$ cat config.mk
export PLATFORM = sky130hd
export DESIGN_NAME = bip_control
export DESIGN_NICKNAME = d
export VERILOG_FILES = /design/src/rtl/bip_control.sv
export SDC_FILE = /design/constraint.sdc
export NUM_CORES = 1
export LEC_CHECK = 0
export ABC_AREA = 0
export CELL_PAD_IN_SITES_DETAIL_PLACEMENT = 1
export CELL_PAD_IN_SITES_GLOBAL_PLACEMENT = 2
export CORE_MARGIN = 8
export CORE_UTILIZATION = 28
export DETAILED_ROUTE_END_ITERATION = 10
export GPL_ROUTABILITY_DRIVEN = 0
export HOLD_SLACK_MARGIN = 0.06
export MAX_ROUTING_LAYER = met4
export PLACE_DENSITY_LB_ADDON = 0.1
export SYNTH_ARGS = -nofsm -noshare
export SYNTH_HDL_FRONTEND = slang
export SYNTH_SLANG_ARGS = --single-unit
$ cat constraint.sdc
create_clock -name clk -period 5 [get_ports clk]
set_input_delay 1 -clock clk [delete_from_list [all_inputs] [get_ports clk]]
set_output_delay 1 -clock clk [all_outputs]
set_load 0.05 [all_outputs]
$ cat src/rtl/bip_control.sv
// bip_control: single-cycle control unit for a minimal basic-instruction
// processor. It holds the program counter and the IDLE/RUN/HALT sequencer,
// and decodes the current program word combinationally into datapath
// controls so that exactly one instruction retires per clock in RUN.
module bip_control #(
    parameter int PC_WIDTH     = 11,
    parameter int OPCODE_WIDTH = 5
) (
    input  logic                clk,
    input  logic                rst_n,
    input  logic                start,
    input  logic [15:0]         instruction,
    output logic [PC_WIDTH-1:0] pc_addr,
    output logic [PC_WIDTH-1:0] operand,
    output logic [1:0]          SelA,
    output logic                SelB,
    output logic                WrAcc,
    output logic                Op,
    output logic                WrRam,
    output logic                RdRam,
    output logic                halted,
    output logic [15:0]         cycle_count
);

    typedef enum logic [1:0] {
        ST_IDLE = 2'd0,
        ST_RUN  = 2'd1,
        ST_HALT = 2'd2
    } state_t;

    localparam logic [OPCODE_WIDTH-1:0] OP_HLT  = OPCODE_WIDTH'(0);
    localparam logic [OPCODE_WIDTH-1:0] OP_STO  = OPCODE_WIDTH'(1);
    localparam logic [OPCODE_WIDTH-1:0] OP_LD   = OPCODE_WIDTH'(2);
    localparam logic [OPCODE_WIDTH-1:0] OP_LDI  = OPCODE_WIDTH'(3);
    localparam logic [OPCODE_WIDTH-1:0] OP_ADD  = OPCODE_WIDTH'(4);
    localparam logic [OPCODE_WIDTH-1:0] OP_ADDI = OPCODE_WIDTH'(5);
    localparam logic [OPCODE_WIDTH-1:0] OP_SUB  = OPCODE_WIDTH'(6);
    localparam logic [OPCODE_WIDTH-1:0] OP_SUBI = OPCODE_WIDTH'(7);

    localparam logic [1:0] SELA_MEM = 2'd0;
    localparam logic [1:0] SELA_IMM = 2'd1;
    localparam logic [1:0] SELA_ADD = 2'd2;

    state_t                state_r;
    state_t                state_nxt_s;
    logic [PC_WIDTH-1:0]   pc_r;
    logic [PC_WIDTH-1:0]   pc_nxt_s;
    logic [15:0]           cnt_r;
    logic [15:0]           cnt_nxt_s;

    logic [OPCODE_WIDTH-1:0] opcode_s;
    logic [1:0]              sel_a_s;
    logic                    sel_b_s;
    logic                    wr_acc_s;
    logic                    op_s;
    logic                    wr_ram_s;
    logic                    rd_ram_s;

    assign opcode_s = instruction[15 -: OPCODE_WIDTH];

    // State, program counter and RUN-cycle counter registers
    always_ff @(posedge clk or negedge rst_n) begin
        if (!rst_n) begin
            state_r <= ST_IDLE;
            pc_r    <= {PC_WIDTH{1'b0}};
            cnt_r   <= 16'd0;
        end else begin
            state_r <= state_nxt_s;
            pc_r    <= pc_nxt_s;
            cnt_r   <= cnt_nxt_s;
        end
    end

    // Next-state sequencing and instruction decode; controls are only live in RUN
    always_comb begin
        state_nxt_s = state_r;
        pc_nxt_s    = pc_r;
        cnt_nxt_s   = cnt_r;
        sel_a_s     = 2'd0;
        sel_b_s     = 1'b0;
        wr_acc_s    = 1'b0;
        op_s        = 1'b0;
        wr_ram_s    = 1'b0;
        rd_ram_s    = 1'b0;
        case (state_r)
            ST_IDLE: begin
                pc_nxt_s = {PC_WIDTH{1'b0}};
                if (start) begin
                    state_nxt_s = ST_RUN;
                end else begin
                    state_nxt_s = ST_IDLE;
                end
            end
            ST_RUN: begin
                // The edge that consumes HLT still counts as a RUN cycle
                if (cnt_r != 16'hFFFF) begin
                    cnt_nxt_s = cnt_r + 16'd1;
                end else begin
                    cnt_nxt_s = cnt_r;
                end
                // Natural wrap of the PC at 2^PC_WIDTH
                pc_nxt_s = pc_r + PC_WIDTH'(1);
                case (opcode_s)
                    OP_HLT: begin
                        pc_nxt_s    = pc_r;
                        state_nxt_s = ST_HALT;
                    end
                    OP_STO: begin
                        wr_ram_s = 1'b1;
                    end
                    OP_LD: begin
                        sel_a_s  = SELA_MEM;
                        wr_acc_s = 1'b1;
                        rd_ram_s = 1'b1;
                    end
                    OP_LDI: begin
                        sel_a_s  = SELA_IMM;
                        wr_acc_s = 1'b1;
                    end
                    OP_ADD: begin
                        sel_a_s  = SELA_ADD;
                        sel_b_s  = 1'b0;
                        wr_acc_s = 1'b1;
                        rd_ram_s = 1'b1;
                    end
                    OP_ADDI: begin
                        sel_a_s  = SELA_ADD;
                        sel_b_s  = 1'b1;
                        wr_acc_s = 1'b1;
                    end
                    OP_SUB: begin
                        sel_a_s  = SELA_ADD;
                        sel_b_s  = 1'b0;
                        op_s     = 1'b1;
                        wr_acc_s = 1'b1;
                        rd_ram_s = 1'b1;
                    end
                    OP_SUBI: begin
                        sel_a_s  = SELA_ADD;
                        sel_b_s  = 1'b1;
                        op_s     = 1'b1;
                        wr_acc_s = 1'b1;
                    end
                    default: begin
                        // Undefined opcodes behave as NOP: no enables, PC advances
                        sel_a_s = 2'd0;
                    end
                endcase
            end
            ST_HALT: begin
                // Terminal until reset: everything frozen
                state_nxt_s = ST_HALT;
            end
            default: begin
                state_nxt_s = ST_IDLE;
                pc_nxt_s    = {PC_WIDTH{1'b0}};
            end
        endcase
    end

    assign pc_addr     = pc_r;
    assign operand     = instruction[PC_WIDTH-1:0];
    assign SelA        = sel_a_s;
    assign SelB        = sel_b_s;
    assign WrAcc       = wr_acc_s;
    assign Op          = op_s;
    assign WrRam       = wr_ram_s;
    assign RdRam       = rd_ram_s;
    assign halted      = (state_r == ST_HALT);
    assign cycle_count = cnt_r;

endmodule

==> impl_metrics.csv, run 1 <==
group,metric,value,unit
sta,setup_viol,0,
global_routing,grt_pass1_vias,1545,
routing,routed_wl,5.109,mm
clocking,worstSkewPairLatency,0.28,ns
floorplan,num_io_pins,65,
critical_path,worstReg2RegEnd,"cycle_count[13]$_DFFE_PN0P_",
status,outcome,"finished, final reports clean",
layout,drive_gt1_share,7.212,%
critical_path,arrival,3.23,ns
placed_design,io_buffers,42,
routing,drc_errors,0,
clocking,cts_root_buffer,"clkbuf_8",
hold_path,min_path_type,"flip-flop to flip-flop",
routing,via_per_inst,5.141,
power,combPwrFrac,38.0,%
clocking,post_cts_buffers,0,
clocking,cts_resized,0,
critical_path,cp.required,4.00,ns
global_routing,grt_pass1_wl,8.404,mm
layout,n_fill_cell,685,
yosys,synth_top_flop_cell,"dfrtp_1",
floorplan,die_h,94.50,um
yosys,synth_edf_count,0,
routing,drtIter0Drc,37,
yosys,syn_inst,174,
yosys,ys_types,39,
routing,antenna_left,0,
floorplan,rows,28,
hold_path,min_from,"cycle_count[7]$_DFFE_PN0P_",
sta,skew,0.004667,ns
sta,post-route-min-period,4.225,ns
power,p_per_area,409.3,nW/um^2
critical_path,endpoint_kind,"output pin",
clocking,htree_levels,2,
yosys,synth_nets,199,
sta,slew_headroom,53.59,%
power,vdd_drop_max,0.0003845,V
placed_design,dp_hpwl,3.882,mm
routing,drt_first_pass_iters,4,
global_routing,grt_max_degree,30,
yosys,netlist_top_cells_count,"29 x dfrtp_1, 16 x nand2_1, 13 x nand3_1",
critical_path,r2r_start,"state_r[1]$_DFFE_PN0P_",
layout,antenna_cells,0,
power,internal-power,0.5490,mW
critical_path,r2r_slack,2.89,ns
power,p_seq_share,34.0,%
yosys,synth.area.top_cells,"dfrtp_1 42%, buf_4 5.2%, ha_1 4.4%, nand3_1 3.8%, nand2_1 3.5%",
layout,fin_util,37.75,%
yosys,yosysWarnings,0,
hold_path,worstHoldEndpoint,"cycle_count[7]$_DFFE_PN0P_",
sta,fin_hold_ws,0.5219,ns
clocking,cts_buffer_depth,2,
layout,nets,232,
yosys,async_flop_share,100.0,%
global_routing,overflow,0,
clocking,path_clk_slew,0.06,ns
yosys,yosys.area.top_type_share,42.06,%
routing,wl_per_cell,18.05,um
floorplan,die_area,8930,sq um
power,p_switching,0.3713,mW
sta,hold_viol,0,
layout,seq_area,725.7,sq um
floorplan,core_area,5956,sq um
clocking,cts.sinks,29,
global_routing,track_usage,12.37,%
sta,worst_pin_slew,0.6961,ns
floorplan,die_w,94.50,um
yosys,yosysMostFrequentCell,"dfrtp_1",
sta,finalCritPeriodShare,84.51,%
yosys,yosysSeqAreaShare,42.06,%
sta,fmax,236.7,MHz
sta,rsz0062_at_grt,"false",
yosys,ys_seq_elements,29,
power,clkPwrFrac,28.0,%
power,swShare,40.35,%
sta,slew_violations,0,
clocking,cts_hold_buf,0,
floorplan,start_util,28.97,%
power,leakage,0.9191,nW
hold_path,hold_depth,1,
yosys,synth_area,1725,sq um
clocking,cts_buffers,5,
critical_path,reg2reg_depth,7,
critical_path,crit_fanout,8,
run,max_cap_viol_count,0,
clocking,cts_tree,"built",
global_routing,antenna_found_initial,0,
layout,area_growth,30.31,%
routing,vias,1455,
critical_path,worstSetupPathType,"primary input to output pin",
yosys,yosysTopAreaCell,"dfrtp_1",
critical_path,critPathLaunchType,"primary input",
yosys,synth_area_per_cell,9.916,sq um
sta,finalSetupTns,0,ns
layout,multiInputGateArea,882.1,sq um
-- power groups by stage --
| stage | clock, mW | sequential (mW) | combinational [mW] |
|---|---|---|---|
| after global placement | 0 | 0.312 | 0.343 |
| after global routing | 0.274 | 0.319 | 0.383 |
| after detailed placement | 0 | 0.317 | 0.354 |
| final | 0.258 | 0.313 | 0.350 |
| after CTS | 0.266 | 0.313 | 0.356 |
| after floorplan | 0 | 0.393 | 0.175 |
-- how the worst max path moves through the flow --
stage                    start  endpoint  slack (ns)  depth (start not counted)
2_1_floorplan  instruction[14]     WrRam        1.08                          3
3_3_place_gp   instruction[14]     WrRam        0.85                          5
3_5_place_dp   instruction[14]     WrRam        0.75                          5
4_1_cts        instruction[14]     WrRam        0.77                          5
5_1_grt        instruction[14]     WrRam        0.57                          5
6_report       instruction[14]     WrRam        0.77                          5
-- area by class of cell --
| type | instances | share of cell area (%) |
|---|---|---|
| Clock buffer | 7 | 3.840 |
| Timing Repair Buffer | 43 | 18.81 |
| Clock inverter | 1 | 1.336 |
| Inverter | 2 | 0.3339 |
| Sequential cell | 29 | 32.28 |
| Tap cell | 75 | 4.174 |
| Multi-Input combinational cell | 126 | 39.23 |
-- layer usage --
layer,vias to the layer above,track usage (%),share of wire (%)
li1,701,-,-
met1,709,15.13,46
met5,-,-,0
met2,39,18.42,46
met4,0,3.901,1.1
met3,6,4.603,6.3
-- logic make-up (layout without fill, tap and decap cells) --
kind of cell,after synthesis,in the layout,share of synthesized area (%)
flip-flops,29,29,42.06
AO/OA/AOI/OAI,33,33,14.21
adder cells (fa/ha/maj),6,6,4.351
XOR/XNOR,7,7,3.553
multiplexers,7,7,4.568
AND/OR/NAND/NOR,73,73,24.44
buffers and inverters,19,53,6.816
-- worst max-delay path, stage by stage --
cell	delay (ns)
clkdlybuf4s50_1	0.56
nand2b_1	0.24
nor2_1	0.24
nor4bb_1	0.32
clkdlybuf4s50_1	0.85
-- stage by stage --
| stage | instance area (sq um) | cells | setup WS (ns) | total power, mW |
|---|---|---|---|---|
| 2_1_floorplan | 1725 | 174 | 1.083 | 0.5683 |
| 3_3_place_gp | 2132 | 275 | 0.8546 | 0.6551 |
| 3_5_place_dp | 2132 | 275 | 0.7522 | 0.6706 |
| 4_1_cts | 2248 | 283 | 0.7703 | 0.9339 |
| 5_1_grt | 2248 | 283 | 0.5679 | 0.9759 |
| 6_report | 2248 | 283 | 0.7745 | 0.9203 |
-- cell usage in the layout (no fill, tap or decap), types with 4 or more instances in the layout --
cell and instances:
mux2_1 5, xnor2_1 6, or4_1 4, dfrtp_1 29, ha_1 6, o211ai_1 6, nand3_1 13, clkbuf_8 6
clkdlybuf4s50_1 41, and3_1 8, and4_1 4, nand2_1 16, o2111ai_1 4, a21oi_1 6, nor2_1 6
-- sequential cells by signal, summed over array words and instances (netlist names) --
register / count
pc_addr: 11
state_r: 2
cycle_count: 16
Note: power is estimated with default switching activity, not from simulation.
==> inputs of run 2 (changes only) <==
Settings changed: CORE_UTILIZATION 28 to 26.
Clock period 5 ns to 4.25 ns, I/O delays scaled along.
==> run 2 against run 1 <==
Effect of this change:
- highest routed layer unchanged
- global-route usage decreased by 1.0 points
- first-iteration DRC count increased by 81%
- hold slack improved by 0.00079 ns
- final cell count increased by 1.4%
- register-to-register slack got worse by 0.78 ns
- largest power group unchanged
- flip-flop and latch count unchanged
- non-clock buffer count increased by 3
- clock power decreased by 8.5%
==> impl_metrics.csv, run 2 (synthesis gave the netlist of run 1 again) <==
group,metric,value,unit
status,outcome,"finished, final reports clean",
routing,drt_first_pass_iters,4,
power,vdd_drop_max,0.0003720,V
critical_path,arrival,2.91,ns
routing,via_per_inst,5.233,
sta,skew,0.005997,ns
sta,post-route-min-period,3.759,ns
floorplan,die_h,97.46,um
clocking,post_cts_buffers,0,
sta,slew_headroom,65.45,%
critical_path,path_cells,"clkdlybuf4s50_1, nand2b_1, nor2_1, nor4bb_1, clkdlybuf4s50_1",
layout,fin_util,35.21,%
routing,antenna_left,0,
placed_design,io_buffers,42,
hold_path,min_path_type,"flip-flop to flip-flop",
sta,finalCritPeriodShare,88.44,%
critical_path,slowest_delay,0.86,ns
floorplan,num_io_pins,65,
routing,drtIter0Drc,67,
power,combPwrFrac,41.3,%
sta,fmax,266.0,MHz
run,max_cap_viol_count,0,
clocking,cts_resized,0,
layout,design_area,2248,sq um
floorplan,die_w,97.46,um
placed_design,post_dp_cell_area,2162,sq um
layout,antenna_cells,0,
global_routing,overflow,0,
power,p_seq_share,35.8,%
clocking,cts.sinks,29,
critical_path,crit_slowest_cell,"clkdlybuf4s50_1",
global_routing,antenna_found_initial,0,
clocking,cts_buffers,5,
clocking,cts_hold_buf,0,
routing,vias,1502,
floorplan,core_area,6386,sq um
critical_path,path_delay_family,"buffers and inverters",
power,internal-power,0.5897,mW
power,leakage,0.9195,nW
critical_path,cp.required,3.40,ns
critical_path,critical_path.most_common_cell,"clkdlybuf4s50_1",
clocking,htree_levels,2,
floorplan,start_util,27.02,%
clocking,cts_buffer_depth,2,
floorplan,rows,29,
layout,nets,235,
sta,hold_viol,0,
sta,worst_pin_slew,0.5166,ns
routing,drc_errors,0,
global_routing,grt_max_degree,30,
critical_path,crit_fanout,6,
layout,mostFrequentLayoutCell,"clkdlybuf4s50_1",
sta,setup_viol,0,
critical_path,worstSetupPathType,"primary input to output pin",
sta,slew_violations,0,
placed_design,dp_hpwl,3.923,mm
clocking,worstSkewPairLatency,0.28,ns
global_routing,grt_pass1_wl,8.618,mm
clocking,cts_tree,"built",
clocking,path_clk_slew,0.07,ns
floorplan,die_area,9498,sq um
layout,final_cell_mix,"42 x clkdlybuf4s50_1, 29 x dfrtp_1, 16 x nand2_1, 13 x nand3_1, 8 x and3_1",
power,swShare,42.49,%
critical_path,cp.buffers_inverters,2,
routing,wl_per_cell,18.31,um
power,p_switching,0.4356,mW
clocking,cts_root_buffer,"clkbuf_8",
layout,largest_reg_flops,16,
critical_path,endpoint_kind,"output pin",
global_routing,grt_pass1_vias,1587,
sta,finalSetupTns,0,ns
sta,rsz0062_at_grt,"false",
layout,area_growth,30.31,%
power,p_per_area,456.0,nW/um^2
routing,routed_wl,5.255,mm
global_routing,track_usage,11.34,%
layout,drive_gt1_share,7.619,%
power,clkPwrFrac,23.0,%
critical_path,critPathLaunchType,"primary input",
## run 2: cell types whose count changed in the layout (fill, tap and decap cells not counted)
cell	delta
buf_2	-1
clkdlybuf4s50_1	+1
buf_4	+3
bufinv_16	-1
## run 2: layer usage
metal / global-route usage [%] / routed length (um) / vias to the layer above
met4: 2.564 / 26 / 0
met1: 13.18 / 2369 / 760
li1: - / - / 708
met2: 18.83 / 2643 / 30
met5: - / 0 / -
met3: 3.272 / 215 / 4
## run 2: through the flow
| stage | hold WS (ns) | worst slack, ns | cells | power, mW |
|---|---|---|---|---|
| after floorplan | 0.5544 | 0.6334 | 174 | 0.6685 |
| after CTS | 0.5285 | 0.4518 | 287 | 1.047 |
| after global placement | 0.5103 | 0.6093 | 280 | 0.7787 |
| final | 0.5227 | 0.4912 | 287 | 1.025 |
| after global routing | 0.5526 | 0.4108 | 287 | 1.099 |
| after detailed placement | 0.5142 | 0.4532 | 280 | 0.8010 |
## run 2: power by group through the flow
stage	clock [mW]	sequential, mW	combinational [mW]
after CTS	0.248	0.367	0.432
after floorplan	0	0.462	0.206
after global placement	0	0.368	0.411
after global routing	0.259	0.376	0.464
after detailed placement	0	0.372	0.429
final	0.236	0.367	0.423
## run 2: final cells by class
class                   instances  area [sq um]
flip-flops and latches         29         725.7
repair buffers                 46         450.4
clock buffers                   7         86.33
inverters                       2         7.507
fillers                       721          4138
well taps                      77         96.34
multi-input cells             126         882.1
## run 2: worst paths after layout
path	start	depth (start not counted)	to	slack [ns]
max in group asynchronous	rst_n	2	pc_addr[0]$_DFFE_PN0P_	2.98
min in group asynchronous	rst_n	2	pc_addr[10]$_DFFE_PN0P_	0.97
worst min register to register	cycle_count[7]$_DFFE_PN0P_	1	cycle_count[7]$_DFFE_PN0P_	0.52
worst min-delay path	cycle_count[7]$_DFFE_PN0P_	1	cycle_count[7]$_DFFE_PN0P_	0.52
worst max-delay path	instruction[14]	5	WrRam	0.49
worst max register to register	state_r[1]$_DFFE_PN0P_	7	cycle_count[13]$_DFFE_PN0P_	2.11
